--- src/rtl/bus_arbiter_rr_pkg.sv ---
// Shared definitions for the round-robin bus arbiter: sizes, packet field
// bounds, the broadcast destination code and the arbiter state encoding.
package bus_arb_pkg;

    localparam int DRVRS   = 4;
    localparam int PCKG_SZ = 65;

    // Packet layout: [64:62] destination id, [61:60] tag, [59:0] payload
    localparam int ID_HI      = PCKG_SZ - 1;
    localparam int ID_LO      = PCKG_SZ - 3;
    localparam int ID_W       = ID_HI - ID_LO + 1;
    localparam int TAG_HI     = PCKG_SZ - 4;
    localparam int TAG_LO     = PCKG_SZ - 5;
    localparam int PAYLOAD_HI = PCKG_SZ - 6;
    localparam int GRANT_W    = $clog2(DRVRS);

    localparam logic [ID_W-1:0] BROADCAST = 3'b111;

    typedef enum logic [1:0] {
        IDLE,
        POP,
        DELIVER,
        DROP
    } arb_state_e;

    // A destination is deliverable if it names an existing device or is broadcast
    function automatic logic dest_is_valid(input logic [ID_W-1:0] dest, input int n_dev);
        return (dest == BROADCAST) || (int'(dest) < n_dev);
    endfunction

endpackage

--- src/rtl/bus_arbiter_rr_picker.sv ---
// Combinational round-robin picker: scans the request vector starting one
// above the last grant and wrapping, returning the first requester found.
module rr_picker #(
    parameter int N = bus_arb_pkg::DRVRS,
    parameter int W = $clog2(N)
) (
    input  logic [N-1:0] req,
    input  logic [W-1:0] last_grant,
    output logic [W-1:0] winner_id,
    output logic         valid
);

    // Walk the devices in rotating priority order; the first request seen wins
    always_comb begin : pick
        int idx;
        winner_id = '0;
        valid     = 1'b0;
        idx       = 0;
        for (int k = 1; k <= N; k++) begin
            idx = int'(last_grant) + k;
            if (idx >= N) begin
                idx = idx - N;
            end
            if (!valid && req[W'(idx)]) begin
                valid     = 1'b1;
                winner_id = W'(idx);
            end
        end
    end

endmodule

--- src/rtl/bus_arbiter_rr.sv ---
// Round-robin arbiter moving one packet at a time from per-device source
// FIFOs to per-device destination FIFOs, with broadcast and drop of packets
// addressed to a non-existent device.
module bus_arbiter_rr #(
    parameter int DRVRS   = bus_arb_pkg::DRVRS,
    parameter int PCKG_SZ = bus_arb_pkg::PCKG_SZ
) (
    input  logic                            clk,
    input  logic                            reset,
    input  logic [DRVRS-1:0]                pndng,
    input  logic [DRVRS-1:0][PCKG_SZ-1:0]   D_pop,
    input  logic [DRVRS-1:0]                full,
    output logic [DRVRS-1:0]                pop,
    output logic [DRVRS-1:0]                push,
    output logic [PCKG_SZ-1:0]              D_push,
    output logic [$clog2(DRVRS)-1:0]        grant_id,
    output logic                            busy,
    output logic                            err_dest
);

    import bus_arb_pkg::*;

    localparam int GW = $clog2(DRVRS);
    localparam logic [DRVRS-1:0] ONE = {{(DRVRS-1){1'b0}}, 1'b1};

    arb_state_e         state_q;
    arb_state_e         state_d;
    logic [GW-1:0]      grant_q;
    logic [GW-1:0]      last_q;
    logic [GW-1:0]      pick_id;
    logic               pick_valid;
    logic [PCKG_SZ-1:0] pkt_q;
    logic [ID_W-1:0]    head_dest;
    logic [ID_W-1:0]    pkt_dest;
    logic [DRVRS-1:0]   src_mask;
    logic [DRVRS-1:0]   dest_mask;
    logic [DRVRS-1:0]   bcast_mask;

    rr_picker #(
        .N (DRVRS),
        .W (GW)
    ) u_picker (
        .req        (pndng),
        .last_grant (last_q),
        .winner_id  (pick_id),
        .valid      (pick_valid)
    );

    assign head_dest  = D_pop[grant_q][ID_HI:ID_LO];
    assign pkt_dest   = pkt_q[ID_HI:ID_LO];
    assign src_mask   = ONE << grant_q;
    assign dest_mask  = ONE << pkt_dest;
    assign bcast_mask = ~src_mask;

    assign D_push   = pkt_q;
    assign grant_id = grant_q;
    assign busy     = (state_q != IDLE);

    // State, grant, last grant and packet registers; reset discards any packet in flight
    always_ff @(posedge clk or negedge reset) begin
        if (!reset) begin
            state_q <= IDLE;
            grant_q <= '0;
            last_q  <= GW'(DRVRS - 1);
            pkt_q   <= '0;
        end else begin
            state_q <= state_d;
            if (state_q == IDLE && pick_valid) begin
                grant_q <= pick_id;
            end
            if (state_q == POP) begin
                pkt_q  <= D_pop[grant_q];
                last_q <= grant_q;
            end
        end
    end

    // Next-state and strobe decode; pushes wait until every target has room
    always_comb begin
        state_d  = state_q;
        pop      = '0;
        push     = '0;
        err_dest = 1'b0;
        case (state_q)
            IDLE: begin
                if (pick_valid) begin
                    state_d = POP;
                end
            end
            POP: begin
                pop     = src_mask;
                state_d = dest_is_valid(head_dest, DRVRS) ? DELIVER : DROP;
            end
            DELIVER: begin
                if (pkt_dest == BROADCAST) begin
                    if ((full & bcast_mask) == '0) begin
                        push    = bcast_mask;
                        state_d = IDLE;
                    end
                end else if ((full & dest_mask) == '0) begin
                    push    = dest_mask;
                    state_d = IDLE;
                end
            end
            DROP: begin
                err_dest = 1'b1;
                state_d  = IDLE;
            end
            default: begin
                state_d = IDLE;
            end
        endcase
    end

endmodule

--- config.mk ---
export PLATFORM = sky130hd
export DESIGN_NAME = bus_arbiter_rr
export DESIGN_NICKNAME = d
export VERILOG_FILES = /design/src/rtl/bus_arbiter_rr_pkg.sv /design/src/rtl/bus_arbiter_rr_picker.sv /design/src/rtl/bus_arbiter_rr.sv
export SDC_FILE = /design/constraint.sdc
export NUM_CORES = 1
export LEC_CHECK = 0
export BUFFER_PORTS_ARGS = -buffer_cell sky130_fd_sc_hd__buf_2
export CAP_MARGIN = 20
export CORE_AREA = 3 3 133 135
export CTS_BUF_LIST = sky130_fd_sc_hd__clkbuf_4 sky130_fd_sc_hd__clkbuf_8 sky130_fd_sc_hd__clkbuf_16
export CTS_CLUSTER_DIAMETER = 30
export CTS_CLUSTER_SIZE = 40
export DETAILED_ROUTE_END_ITERATION = 6
export DIE_AREA = 0 0 136 138
export GPL_TIMING_DRIVEN = 0
export SYNTH_ARGS = -nofsm -noshare
export SYNTH_HDL_FRONTEND = slang
export SYNTH_HIERARCHICAL = 1
export SYNTH_SLANG_ARGS = --single-unit
--- constraint.sdc ---
create_clock -name clk -period 1.5 [get_ports clk]
set_input_delay 0.075 -clock clk [delete_from_list [all_inputs] [get_ports clk]]
set_output_delay 0.075 -clock clk [all_outputs]
set_load 0.01 [all_outputs]
# [Yosys cells after proc, flatten, opt, wreduce, memory -nomap -nowiden]
# Index checks and enable logic that the tools add are counted.
[word_totals] memories=0 mem_bits_rw=0 regBits=71 inputBits=270 rom_bits=0 wordCells=86 latchBits=0
[classes] n_shift=2 n_addsub=8 n_mul=0 order_cmp=10 n_div=0 eq_ne=8 n_reduce_logical=13 bitwise=3 mux=38
[ops] operator="$bmux W65 S2" n=1
[ops] operator="$mux W65" n=1
[ops] operator="$mux W2" n=12
[ops] operator="$mux W4" n=5
[ops] operator="$lt A2 B4 Y1 const B" n=4
[ops] operator="$mux W1" n=14
[ops] operator="$ge A3 B3 Y1 const B" n=3
[ops] operator="$and A4 B4 Y4" n=2
[ops] operator="$bmux W1 S2" n=4
[ops] operator="$logic_not A4 Y1" n=2
[ops] operator="$pmux W2 S4" n=1
[ops] operator="$sub A2 B1 Y2 const B" n=4
[ops] operator="$add A2 B2 Y3 const B" n=2
[ops] operator="$eq A3 B3 Y1 const B" n=2
[ops] operator="$ne A3 B3 Y1 const B" n=2
[ops] operator="$add A2 B3 Y4 const B" n=1
[ops] operator="$eq A2 B2 Y1 const B" n=2
[ops] operator="$ge A4 B3 Y1 const B" n=1
[ops] operator="$logic_and A1 B1 Y1" n=4
[ops] operator="$not A4 Y4" n=1
[ops] operator="$shl A1 B2 Y4 const A" n=1
[ops] operator="$shl A1 B3 Y4 const A" n=1
[ops] operator="$add A2 B1 Y3 const B" n=1
[ops] operator="$logic_not A1 Y1" n=3
[ops] operator="other kinds (8)" n=8

# [Depth between registers and ports, before layout]
[depth] ltp_word=18 mapped_depth=6

# [By module]
# Netlist, hierarchy kept.
[by_module_without_submodules] module="bus_arbiter_rr" seq_area_each_um2=1779.2 area_per_inst_um2=4486.8 instances=1 cells_per_inst=416
[by_module_without_submodules] module="rr_picker" seq_area_each_um2=0.0 area_per_inst_um2=91.3 instances=1 cells_per_inst=14

# [Least setup slack after synthesis]
# Ideal clock, no wire load.
[synth_timing] path_type="reg2out" from="reg grant_q[0] (netlist: grant_id[0])" to="out push[3]" required_ps=1425 path_slack_ps=-124 path_stages_with_launch=6 t_arrival_ps=1549 path_cell_list="dfrtp_1 -> buf_6 -> or4_1 -> o2bb2ai_1 -> o21ai_1 -> o21ai_1"
[synth_between] elab_chain_cells=7
[synth_rtl] element="start: declaration" line="bus_arbiter_rr.sv:28" text="logic [GW-1:0] grant_q;"
[synth_rtl] element="start signal: assignment" line="bus_arbiter_rr.sv:69" text="grant_q <= pick_id;"
[synth_rtl] element="$shl A1 B2 Y4 *" line="bus_arbiter_rr.sv:51" text="assign src_mask = ONE << grant_q;"
[synth_rtl] element="$not A4 Y4 *" line="bus_arbiter_rr.sv:53" text="assign bcast_mask = ~src_mask;"
[synth_rtl] element="$and A4 B4 Y4" line="bus_arbiter_rr.sv:96" text="if ((full & bcast_mask) == '0) begin"
[synth_rtl] element="$logic_not A4 Y1" line="bus_arbiter_rr.sv:96"
[synth_rtl] element="$mux W4 *" line="bus_arbiter_rr.sv:96"
[synth_rtl] element="$mux W4 *" line="bus_arbiter_rr.sv:95" text="if (pkt_dest == BROADCAST) begin"
[synth_rtl] element="$mux W4 *" line="bus_arbiter_rr.sv:84" text="case (state_q)"
[synth_rtl] element="end: declaration" line="bus_arbiter_rr.sv:14" text="output logic [DRVRS-1:0] push,"
# Mark *: on every way between the ends. The rest lies on a longest branch, timed or not.

# [Worst setup path in the final report]
[layout_timing] from="reg grant_q[1] (netlist: grant_id[1])" to="out push[1]"
# Same word-level chain as after synthesis.

==> flow_summary.ini <==
[status]
status = finished with violations
violations = setup timing

[yosys]
synth_cells = 430
yosysTopAreaCellShare = 0.377
syn_area_um2 = 4580
synth-compound-area-share = 0.0287
synthAdderAreaFrac = 0
synth.area.mux_share = 0.331
synthTopCellsByArea = dfrtp_1 38%, mux4_2 31%, nand2_1 16%, dfstp_2 1.1%, mux4_1 1.1%
synth_seq_cells = 71
async_reset_ff_frac = 1.00
syn_area_per_cell_um2 = 10.6
yosys_warnings = 6
yosys.area_share.simple = 0.211
synth_xor_xnor_area_share = 0
synth-main-ff-cell = dfrtp_1
ys_types = 42
synth_edf_count = 0
synth_top_family_by_area = multiplexers
synth_fp_nets = 700
synth_top_cell_by_area = dfrtp_1
ys_seq_area_frac = 0.389

[global_route]
first_global_vias = 5083
grt_pass1_wl_um = 26900
grt_max_degree = 47
grt_antenna_before_repair = 1
grt_usage = 0.186
grt_overflow = 0

[power]
leakagePower_nw = 4.00
ir_drop_v = 0.000744
power_density_nw_per_um2 = 2050
power_mw = 15.7

[clock_tree]
cts_tree = yes
path_clk_slew_ps = 60
cts_sinks = 71
clockRootBuffer = clkbuf_16
numCtsBuffers = 9
cts-htree-levels = 3
ctsLongestPathBuffers = 2
clock_latency_ps = 340

[worst_setup_path]
crit_arrival_ps = 1910
cpPeakStageDelay_ps = 550
crit_path_cell_trace = or4_4 > o2bb2ai_4 > o21ai_2 > o21ai_2 > buf_2
cp.required_ps = 1420
cp-end-kind = output pin
start_kind = flip-flop
r2r-start = grant_id[0]$_DFFE_PN0P_
crit_start = grant_id[1]$_DFFE_PN0P_
path_class = flip-flop to output pin
slowest_stage = or4_4
critical_path.max_fanout = 3
timing.critical_path.mode_cell = o21ai_2
crit_buf_inv = 1
path_delay_family = simple AND/OR/NAND/NOR gates

[worst_hold_path]
hold_start = D_pop[132]
worstHoldPathType = input port to flip-flop

[floorplan]
die_h_um = 138
dieWidth_um = 136
rows = 47
initial_core_util = 0.276
io_pins = 347
core_area_um2 = 16600
dieArea_um2 = 18800

[timing]
max_slew_margin = 0.615
fin_skew_ps = 7.64
max_freq_mhz = 503
hold_viol_final = 0
tns_ps = -20680
setup_viol = 73
fin_crit_ps = 1990
worst_pin_slew_ps = 577
finalWorstSetupSlack_ps = -487
rsz0062_at_grt = true
finalCritPeriodShare = 1.32
slew_violations = 0

[cells_and_area]
drive_above_1_share = 0.632
post-route-util = 0.462
n_antenna_cell = 0
fin_area_um2 = 7670
syn2layout_area_growth_pct = 67.5
fin_nets = 1084

[detailed_routing]
drt-total-wl_um = 18600
antenna_left = 0
viasPerCell = 4.71
wl_per_cell_um = 17.9
vias = 4894
drcViolationCount = 0
drtPass1Iterations = 4
first_iter_violations = 189

[placed_design]
routabilityCongestion = 0.795
placed_area_um2 = 6770
io_buffer_count = 346
preCtsSetupSlack_ps = -615
dp_hpwl_um = 14900

[run]
drv_cap = 0
[registers in the layout, indices dropped and copies added, names as in the netlist]
name / flops
grant_id: 2
last_q: 2
state_q: 2
D_push: 65
[cell families (layout without fill, tap and decap cells)]
| logic type | count (synthesis) | in the layout |
|---|---|---|
| buffers and inverters | 36 | 425 |
| flip-flops | 71 | 71 |
| AND/OR/NAND/NOR | 235 | 235 |
| multiplexers | 69 | 69 |
| AO/OA/AOI/OAI | 19 | 19 |
[path summary, 6_finish.rpt]
check / endpoint / slack (ps) / depth (start not counted)
setup reg to reg: D_push[49]$_DFFE_PN0P_ / -320 / 8
hold reg to reg: D_push[29]$_DFFE_PN0P_ / 460 / 2
setup / recovery: push[1] / -490 / 5
max in group asynchronous: last_q[0]$_DFFE_PN1P_ / 660 / 3
hold / removal: D_push[2]$_DFFE_PN0P_ / 140 / 4
min in group asynchronous: D_push[2]$_DFFE_PN0P_ / 200 / 2
[metrics by stage]
| step | std cells | hold WS [ps] |
|---|---|---|
| 6_report | 1039 | 137 |
| 5_1_grt | 1039 | 138 |
| 4_1_cts | 1027 | 126 |
| 3_5_place_dp | 997 | 18.2 |
| 3_3_place_gp | 996 | 453 |
| 2_1_floorplan | 430 | -221 |
[tightest hold or removal path, stage by stage]
cell and delay (ps):
buf_2 70, mux4_2 210, nand2_1 50, nand2_1 40
[cell usage in the layout (no fill, tap or decap), types with 4 or more instances in the layout]
master and n:
buf_16 4, nand2b_1 5, buf_4 7, clkbuf_4 4, mux4_2 65, nor2_1 5
clkbuf_16 14, dfrtp_1 67, inv_1 4, buf_1 5, clkbuf_1 4, buf_2 346
buf_6 14, buf_8 4, nand2_2 14, buf_12 10, nand2_1 186
[where the power goes]
group,switching (mW),internal [mW],total (mW)
sequential,0.630,2.93,3.56
combinational,4.69,5.15,9.83
clock,0.851,1.50,2.35
[metal layers]
metal | global-route usage | part of all wire
met1 | 0.211 | 0.37
met2 | 0.346 | 0.53
met3 | 0.0414 | 0.077
met4 | 0.0520 | 0.016
met5 | 0 | 0.00070
[area by class of cell]
| class | instances | area, µm² |
|---|---|---|
| Buffer | 29 | 258 |
| Multi-Input combinational cell | 323 | 2750 |
| Fill cell | 1635 | 8910 |
| Timing Repair Buffer | 376 | 2260 |
| Clock inverter | 5 | 82.6 |
| Sequential cell | 71 | 1780 |
| Tap cell | 220 | 275 |
| Inverter | 4 | 15.0 |
| Clock buffer | 11 | 240 |
[cell usage after synthesis (2+ instances only)]
cell and n:
nand2_1 200, dfrtp_1 69, mux4_2 63, buf_2 9, clkbuf_1 9, nor2_1 7, buf_1 6, buf_4 6
nand2b_1 5, a21oi_1 4, inv_1 4, nor2b_1 4, and2_1 3, mux2_2 3, nand3_1 3, o21ai_1 3
a31oi_1 2, dfstp_2 2, mux4_1 2, nor4b_1 2, o211ai_1 2, or2_2 2
[timing repair]
item,in CTS,in global routing
hold buffers,1,0
resized for setup,28,52
pin swaps,6,16
setup endpoints to repair,77,78
buffers inserted,12,10
endpoints found under the hold margin,25,0
cloned,2,5
(Power assumes the default switching activity.)
